===== src/rtl/spu_pkg.sv =====
// Shared types and defaults for the SPU issue-stage hazard logic.
package spu_pkg;

    localparam int REG_IDX_W        = 7;
    localparam int LAT_W_DEF        = 3;
    localparam int FLUSH_CYCLES_DEF = 2;

    typedef logic [REG_IDX_W-1:0] reg_idx_t;

    typedef enum logic {
        IDLE,
        FLUSH
    } hz_state_t;

endpackage


===== src/rtl/spu_scoreboard.sv =====
// Per-register pending-write latency counters with two write ports,
// a freeze input and six busy-flag read ports.
module spu_scoreboard
    import spu_pkg::*;
#(
    parameter int NUM_REGS = 128,
    parameter int LAT_W    = LAT_W_DEF
) (
    input  logic                 clk,
    input  logic                 reset,
    input  logic                 freeze,
    input  logic                 we_even,
    input  reg_idx_t             wr_idx_even,
    input  logic [LAT_W-1:0]     wr_lat_even,
    input  logic                 we_odd,
    input  reg_idx_t             wr_idx_odd,
    input  logic [LAT_W-1:0]     wr_lat_odd,
    input  reg_idx_t [5:0]       rd_idx,
    output logic [5:0]           rd_busy
);

    logic [LAT_W-1:0] cnt [NUM_REGS];

    // Writes follow the decrement so an issuing writer overrides; odd is last so it wins.
    always_ff @(posedge clk) begin
        if (reset) begin
            for (int unsigned r = 0; r < NUM_REGS; r++) begin
                cnt[r] <= '0;
            end
        end else if (!freeze) begin
            for (int unsigned r = 0; r < NUM_REGS; r++) begin
                if (cnt[r] != '0) begin
                    cnt[r] <= cnt[r] - 1'b1;
                end
            end
            if (we_even) begin
                cnt[wr_idx_even] <= wr_lat_even;
            end
            if (we_odd) begin
                cnt[wr_idx_odd] <= wr_lat_odd;
            end
        end
    end

    always_comb begin
        rd_busy = '0;
        for (int unsigned i = 0; i < 6; i++) begin
            rd_busy[i] = (cnt[rd_idx[i]] != '0);
        end
    end

endmodule


===== src/rtl/spu_issue_hazard_ctrl.sv =====
// Issue-stage hazard controller: RAW/intra-pair detection, external freeze
// and mispredict flush sequencing for the dual-issue SPU pipeline.
module spu_issue_hazard_ctrl
    import spu_pkg::*;
#(
    parameter int NUM_REGS     = 128,
    parameter int LAT_W        = LAT_W_DEF,
    parameter int FLUSH_CYCLES = FLUSH_CYCLES_DEF
) (
    input  logic             clk,
    input  logic             reset,
    input  logic             valid_REG1,
    input  logic             valid_REG2,
    input  logic             regWriteEnable_REG1,
    input  logic             regWriteEnable_REG2,
    input  logic [6:0]       readRegisterRA_REG1,
    input  logic [6:0]       readRegisterRB_REG1,
    input  logic [6:0]       readRegisterRC_REG1,
    input  logic [6:0]       readRegisterRA_REG2,
    input  logic [6:0]       readRegisterRB_REG2,
    input  logic [6:0]       readRegisterRC_REG2,
    input  logic             useRA_REG1,
    input  logic             useRB_REG1,
    input  logic             useRC_REG1,
    input  logic             useRA_REG2,
    input  logic             useRB_REG2,
    input  logic             useRC_REG2,
    input  logic [6:0]       readRegisterRT_REG1,
    input  logic [6:0]       readRegisterRT_REG2,
    input  logic [LAT_W-1:0] latency_REG1,
    input  logic [LAT_W-1:0] latency_REG2,
    input  logic             mispredict,
    input  logic             stallExternal,
    output logic             stallEven,
    output logic             stallOdd,
    output logic             flushEven,
    output logic             flushOdd,
    output logic             holdDecode,
    output logic             splitIssue,
    output logic             redirectFetch
);

    localparam int FC_W = (FLUSH_CYCLES > 1) ? $clog2(FLUSH_CYCLES) : 1;
    localparam logic [FC_W-1:0] FLUSH_LOAD = FC_W'(FLUSH_CYCLES - 1);

    hz_state_t       state, state_next;
    logic [FC_W-1:0] fcnt, fcnt_next;

    reg_idx_t [5:0]  rd_idx;
    logic [5:0]      rd_busy;
    logic [2:0]      use_even, use_odd;
    logic            raw_even, raw_odd, dep_pair;
    logic            flush_active;
    logic            issue_even, issue_odd, freeze;
    logic            we_even, we_odd;

    assign rd_idx   = {readRegisterRC_REG2, readRegisterRB_REG2, readRegisterRA_REG2,
                       readRegisterRC_REG1, readRegisterRB_REG1, readRegisterRA_REG1};
    assign use_even = {useRC_REG1, useRB_REG1, useRA_REG1};
    assign use_odd  = {useRC_REG2, useRB_REG2, useRA_REG2};

    assign raw_even = valid_REG1 && |(rd_busy[2:0] & use_even);
    assign raw_odd  = valid_REG2 && |(rd_busy[5:3] & use_odd);
    assign dep_pair = valid_REG1 && valid_REG2 && regWriteEnable_REG1 &&
                      ((useRA_REG2 && (readRegisterRA_REG2 == readRegisterRT_REG1)) ||
                       (useRB_REG2 && (readRegisterRB_REG2 == readRegisterRT_REG1)) ||
                       (useRC_REG2 && (readRegisterRC_REG2 == readRegisterRT_REG1)));

    assign flush_active = (state == FLUSH) || mispredict;

    always_ff @(posedge clk) begin
        if (reset) begin
            state <= IDLE;
            fcnt  <= '0;
        end else begin
            state <= state_next;
            fcnt  <= fcnt_next;
        end
    end

    always_comb begin
        state_next = state;
        fcnt_next  = fcnt;
        case (state)
            IDLE: begin
                if (mispredict) begin
                    state_next = FLUSH;
                    fcnt_next  = FLUSH_LOAD;
                end
            end
            FLUSH: begin
                if (mispredict) begin
                    fcnt_next = FLUSH_LOAD;
                end else if (fcnt == '0) begin
                    state_next = IDLE;
                end else begin
                    fcnt_next = fcnt - 1'b1;
                end
            end
            default: state_next = IDLE;
        endcase
    end

    always_comb begin
        stallEven     = 1'b0;
        stallOdd      = 1'b0;
        flushEven     = 1'b0;
        flushOdd      = 1'b0;
        holdDecode    = 1'b0;
        splitIssue    = 1'b0;
        redirectFetch = 1'b0;
        issue_even    = 1'b0;
        issue_odd     = 1'b0;
        freeze        = 1'b0;
        if (reset) begin
            flushEven = 1'b1;
            flushOdd  = 1'b1;
        end else if (flush_active) begin
            flushEven     = 1'b1;
            flushOdd      = 1'b1;
            redirectFetch = (state == IDLE);
        end else if (stallExternal) begin
            stallEven  = 1'b1;
            stallOdd   = 1'b1;
            holdDecode = 1'b1;
            freeze     = 1'b1;
        end else if (raw_even || raw_odd) begin
            flushEven  = 1'b1;
            flushOdd   = 1'b1;
            holdDecode = 1'b1;
        end else if (dep_pair) begin
            issue_even = 1'b1;
            flushOdd   = 1'b1;
            holdDecode = 1'b1;
            splitIssue = 1'b1;
        end else begin
            issue_even = valid_REG1;
            issue_odd  = valid_REG2;
        end
    end

    assign we_even = issue_even && regWriteEnable_REG1;
    assign we_odd  = issue_odd && regWriteEnable_REG2;

    spu_scoreboard #(
        .NUM_REGS (NUM_REGS),
        .LAT_W    (LAT_W)
    ) u_sb (
        .clk         (clk),
        .reset       (reset),
        .freeze      (freeze),
        .we_even     (we_even),
        .wr_idx_even (readRegisterRT_REG1),
        .wr_lat_even (latency_REG1),
        .we_odd      (we_odd),
        .wr_idx_odd  (readRegisterRT_REG2),
        .wr_lat_odd  (latency_REG2),
        .rd_idx      (rd_idx),
        .rd_busy     (rd_busy)
    );

endmodule


===== config.mk =====
export PLATFORM = sky130hd
export DESIGN_NAME = spu_issue_hazard_ctrl
export DESIGN_NICKNAME = d
export VERILOG_FILES = /design/src/rtl/spu_pkg.sv /design/src/rtl/spu_scoreboard.sv /design/src/rtl/spu_issue_hazard_ctrl.sv
export SDC_FILE = /design/constraint.sdc
export NUM_CORES = 2
export LEC_CHECK = 0
export CAP_MARGIN = 20
export CORE_ASPECT_RATIO = 0.6
export CORE_UTILIZATION = 25
export DETAILED_ROUTE_END_ITERATION = 8
export PLACE_DENSITY = 0.49
export REMOVE_ABC_BUFFERS = 1
export SYNTH_ARGS = -nofsm -noshare
export SYNTH_HDL_FRONTEND = slang
export SYNTH_SLANG_ARGS = --single-unit

===== constraint.sdc =====
create_clock -name clk -period 5.3 [get_ports clk]
set_input_delay 1.06 -clock clk [delete_from_list [all_inputs] [get_ports clk]]
set_output_delay 1.06 -clock clk [all_outputs]
set_load 0.01 [all_outputs]

==> flow_metrics.tcl <==
set metrics [dict create \
    status "finished with violations" \
    violations "DRC, setup timing" \
    ys_ff_latch 386 \
    hold_start "fcnt" \
    r2r_end "u_sb.cnt[6][0]" \
    syn_inst 5024 \
    period_minus_slack_ps 5420 \
    leakagePower_nw 22.6 \
    hold_viol_final 0 \
    core_mm2 0.176 \
    nets 6114 \
    io_buffers 82 \
    grt_pass1_vias 46900 \
    cts_root_buf "clkbuf_16" \
    start_kind "input port" \
    rrSetupSlack_ps 120 \
    avgRoutedWirePerCell_um 37.4 \
    post-route-util_pct 33.3 \
    grt_start_max_net_pins 149 \
    firstDrtPassIters 9 \
    critical-path-max-stage-delay_ps 490 \
    insertion_delay_ps 690 \
    syn_to_final_growth_pct 31.9 \
    yosysSeqAreaShare_pct 26.1 \
    hold_slack_ps 502 \
    yosysTopAreaCellShare_pct 26.0 \
    yosysTopAreaCell "edfxtp_1" \
    synth_edf_count 384 \
    grt_overflow 0 \
    crit_family "multiplexers" \
    vdd_drop_max_v 0.000300 \
    worst_pin_slew_ps 1330 \
    reg2reg_depth 19 \
    placed_cells 8065 \
    fmax_ghz 0.184 \
    cts_tree "yes" \
    antenna_found_initial 25 \
    synth-main-ff-cell "edfxtp_1" \
    num_vias 52000 \
    cts.path.max_buffers 3 \
    cp-startpoint "readRegisterRA_REG1[0]" \
    worstPathRequired_ps 4240 \
    whs_path_depth 2 \
    async_flop_share_pct 0 \
    slowest_stage "mux4_2" \
    die_height_um 328 \
    htreeDepth 2 \
    post-dp-hpwl_mm 238 \
    path_cells "buf_16 > clkbuf_16 > buf_4 > mux4_2 > mux4_2 > nand2b_1 > a221o_1 > and4_4 > o31a_4 > buf_12 > nor4_4 > buf_4" \
    routed_wl_mm 306 \
    layout_setup_ws_ps -124 \
    rows 119 \
    start_util_pct 25.2 \
    slew_headroom_pct 10.6 \
    finalNonFillerCells 8184 \
    synth.area.top_cells "edfxtp_1 (26%), mux4_2 (9.5%), ha_1 (7.2%), nor2_1 (3.8%), mux2i_1 (3.4%)" \
    yosys_warnings 0 \
    critPathMaxFanout 9 \
    min_to "fcnt" \
    path_clk_slew_ps 70 \
    rsz0062_at_grt "yes" \
    cp-end-kind "output pin" \
    hp-class "reg2reg" \
    powerDensity_mw_per_mm2 453 \
    dieArea_mm2 0.179 \
    setup_viol 4 \
    critPathBufInv 5 \
    yosysUniqueCellTypes 87 \
    finalCritPeriodShare_pct 102 \
    place.gp.congestion 1.11 \
    cp.arrival_ps 4360 \
    crit_type "in2out" \
    r2r_start "u_sb.cnt[39][0]" \
    grt_pass1_wl_mm 409 \
    track_usage_pct 32.9 \
    via_per_inst 6.36 \
    ant_nets 0 \
    numCtsBuffers 47 \
    drc 10 \
    slew_violations 0 \
    syn-mean-instance-area_um2 8.84 \
    fin_setup_tns_ps -286 \
    ios 83 \
    dieWidth_um 546 \
    fin_skew_ps 31.4 \
    maxCapViolations 0 \
    drive_gt1_share_pct 28.7 \
    numClockSinks 386 \
    synth_area_mm2 0.0444 \
    first_iter_violations 8524 \
]
cells in the mapped netlist, types with 50 or more instances:
master,number
or3_1,50
nor2_1,447
nand2_1,350
nand3_1,143
mux2i_1,153
clkbuf_1,314
nor3_1,300
o2111ai_1,61
edfxtp_1,384
o21ai_1,73
a211o_1,95
buf_2,125
a22oi_1,147
nor4_1,132
inv_1,339
a2111oi_0,60
a2bb2oi_1,62
nor2b_1,82
o221ai_1,74
o21ai_0,52
mux2_2,50
a2111o_1,97
ha_1,256
a21oi_1,207
a211oi_1,66
o211ai_1,114
mux4_2,188
worst min-delay path, cell delays in order (launching register included):
cell	delay, ps
dfxtp_1	330
a21oi_1	60
nor2_1	70
registers in the layout (all words and copies together), names as in the netlist:
signal and flops:
state 1, u_sb.cnt 384, fcnt 1
logic make-up (layout without fill, tap and decap cells):
| family | Yosys count | in the layout | share of synthesized area (%) |
|---|---|---|---|
| XOR/XNOR | 21 | 21 | 0.414 |
| buffers and inverters | 845 | 1636 | 7.70 |
| flip-flops | 386 | 386 | 26.1 |
| adder cells (fa/ha/maj) | 256 | 256 | 7.21 |
| AO/OA/AOI/OAI | 1415 | 1415 | 24.6 |
| multiplexers | 391 | 391 | 14.3 |
| AND/OR/NAND/NOR | 1710 | 1710 | 19.7 |
| other | 0 | 10 | 0 |
worst max-delay path by stage:
| stage | endpoint | cells past startpoint |
|---|---|---|
| after CTS | splitIssue | 11 |
| after global placement | holdDecode | 13 |
| after global routing | splitIssue | 13 |
| final | splitIssue | 12 |
| after floorplan | u_sb.cnt[105][0] | 9 |
| after detailed placement | flushOdd | 17 |
layout by cell type, fill, tap and decap left out, drive strengths merged, types with 62 or more instances in the layout:
| cell | instances |
|---|---|
| nor3 | 336 |
| ha | 256 |
| nor2 | 449 |
| mux2i | 153 |
| a22oi | 147 |
| edfxtp | 384 |
| buf | 1144 |
| a21oi | 207 |
| a211oi | 66 |
| o221ai | 74 |
| nor4 | 154 |
| nand3 | 143 |
| o21ai | 125 |
| inv | 348 |
| a2111o | 97 |
| o211ai | 115 |
| a2bb2oi | 62 |
| mux4 | 188 |
| nor2b | 82 |
| nand2 | 352 |
| a211o | 95 |
layout make-up:
class                      count  area [um^2]
sequential                   386        11600
antenna                       10         25.0
tap                         2359         2950
fill                       18100       117000
multi-input combinational   3793        30000
inverter                     352         1330
clock inverter                26          243
clock buffer                  56         1210
timing repair buffer        1202        11200
where the power goes:
group          switching, mW  internal [mW]
Sequential              2.30           5.32
Clock                   1.66           1.82
Combinational           8.63           6.80
Total                   12.6           13.9
timing repair:
| action | 4_1_cts | 5_1_grt |
|---|---|---|
| buffers inserted | 16 | 8 |
| gates resized for setup | 125 | 32 |
| gates cloned | 1 | 3 |
| endpoints found under the setup margin | 311 | 4 |
| pin swaps | 19 | 15 |
| hold buffers | 0 | 0 |
per-layer routing:
metal | vias to the layer above | global-route usage, % | wire length, um
li1 | 21200 | - | -
met1 | 26100 | 47.9 | 134000
met2 | 4148 | 41.4 | 110000
met3 | 519 | 14.8 | 49700
met4 | 16 | 11.4 | 12600
met5 | - | 0 | 105
per-stage QoR:
step                power [mW]  area, um^2  setup slack [ps]
floorplan                 14.5       42300             -3740
global placement          21.9       56100             -1290
detailed placement        21.9       56200             -1190
CTS                       25.7       58200             -76.7
global route              27.5       58500              -150
finish                    26.5       58600              -124
Note: power is estimated with default switching activity, not from simulation.
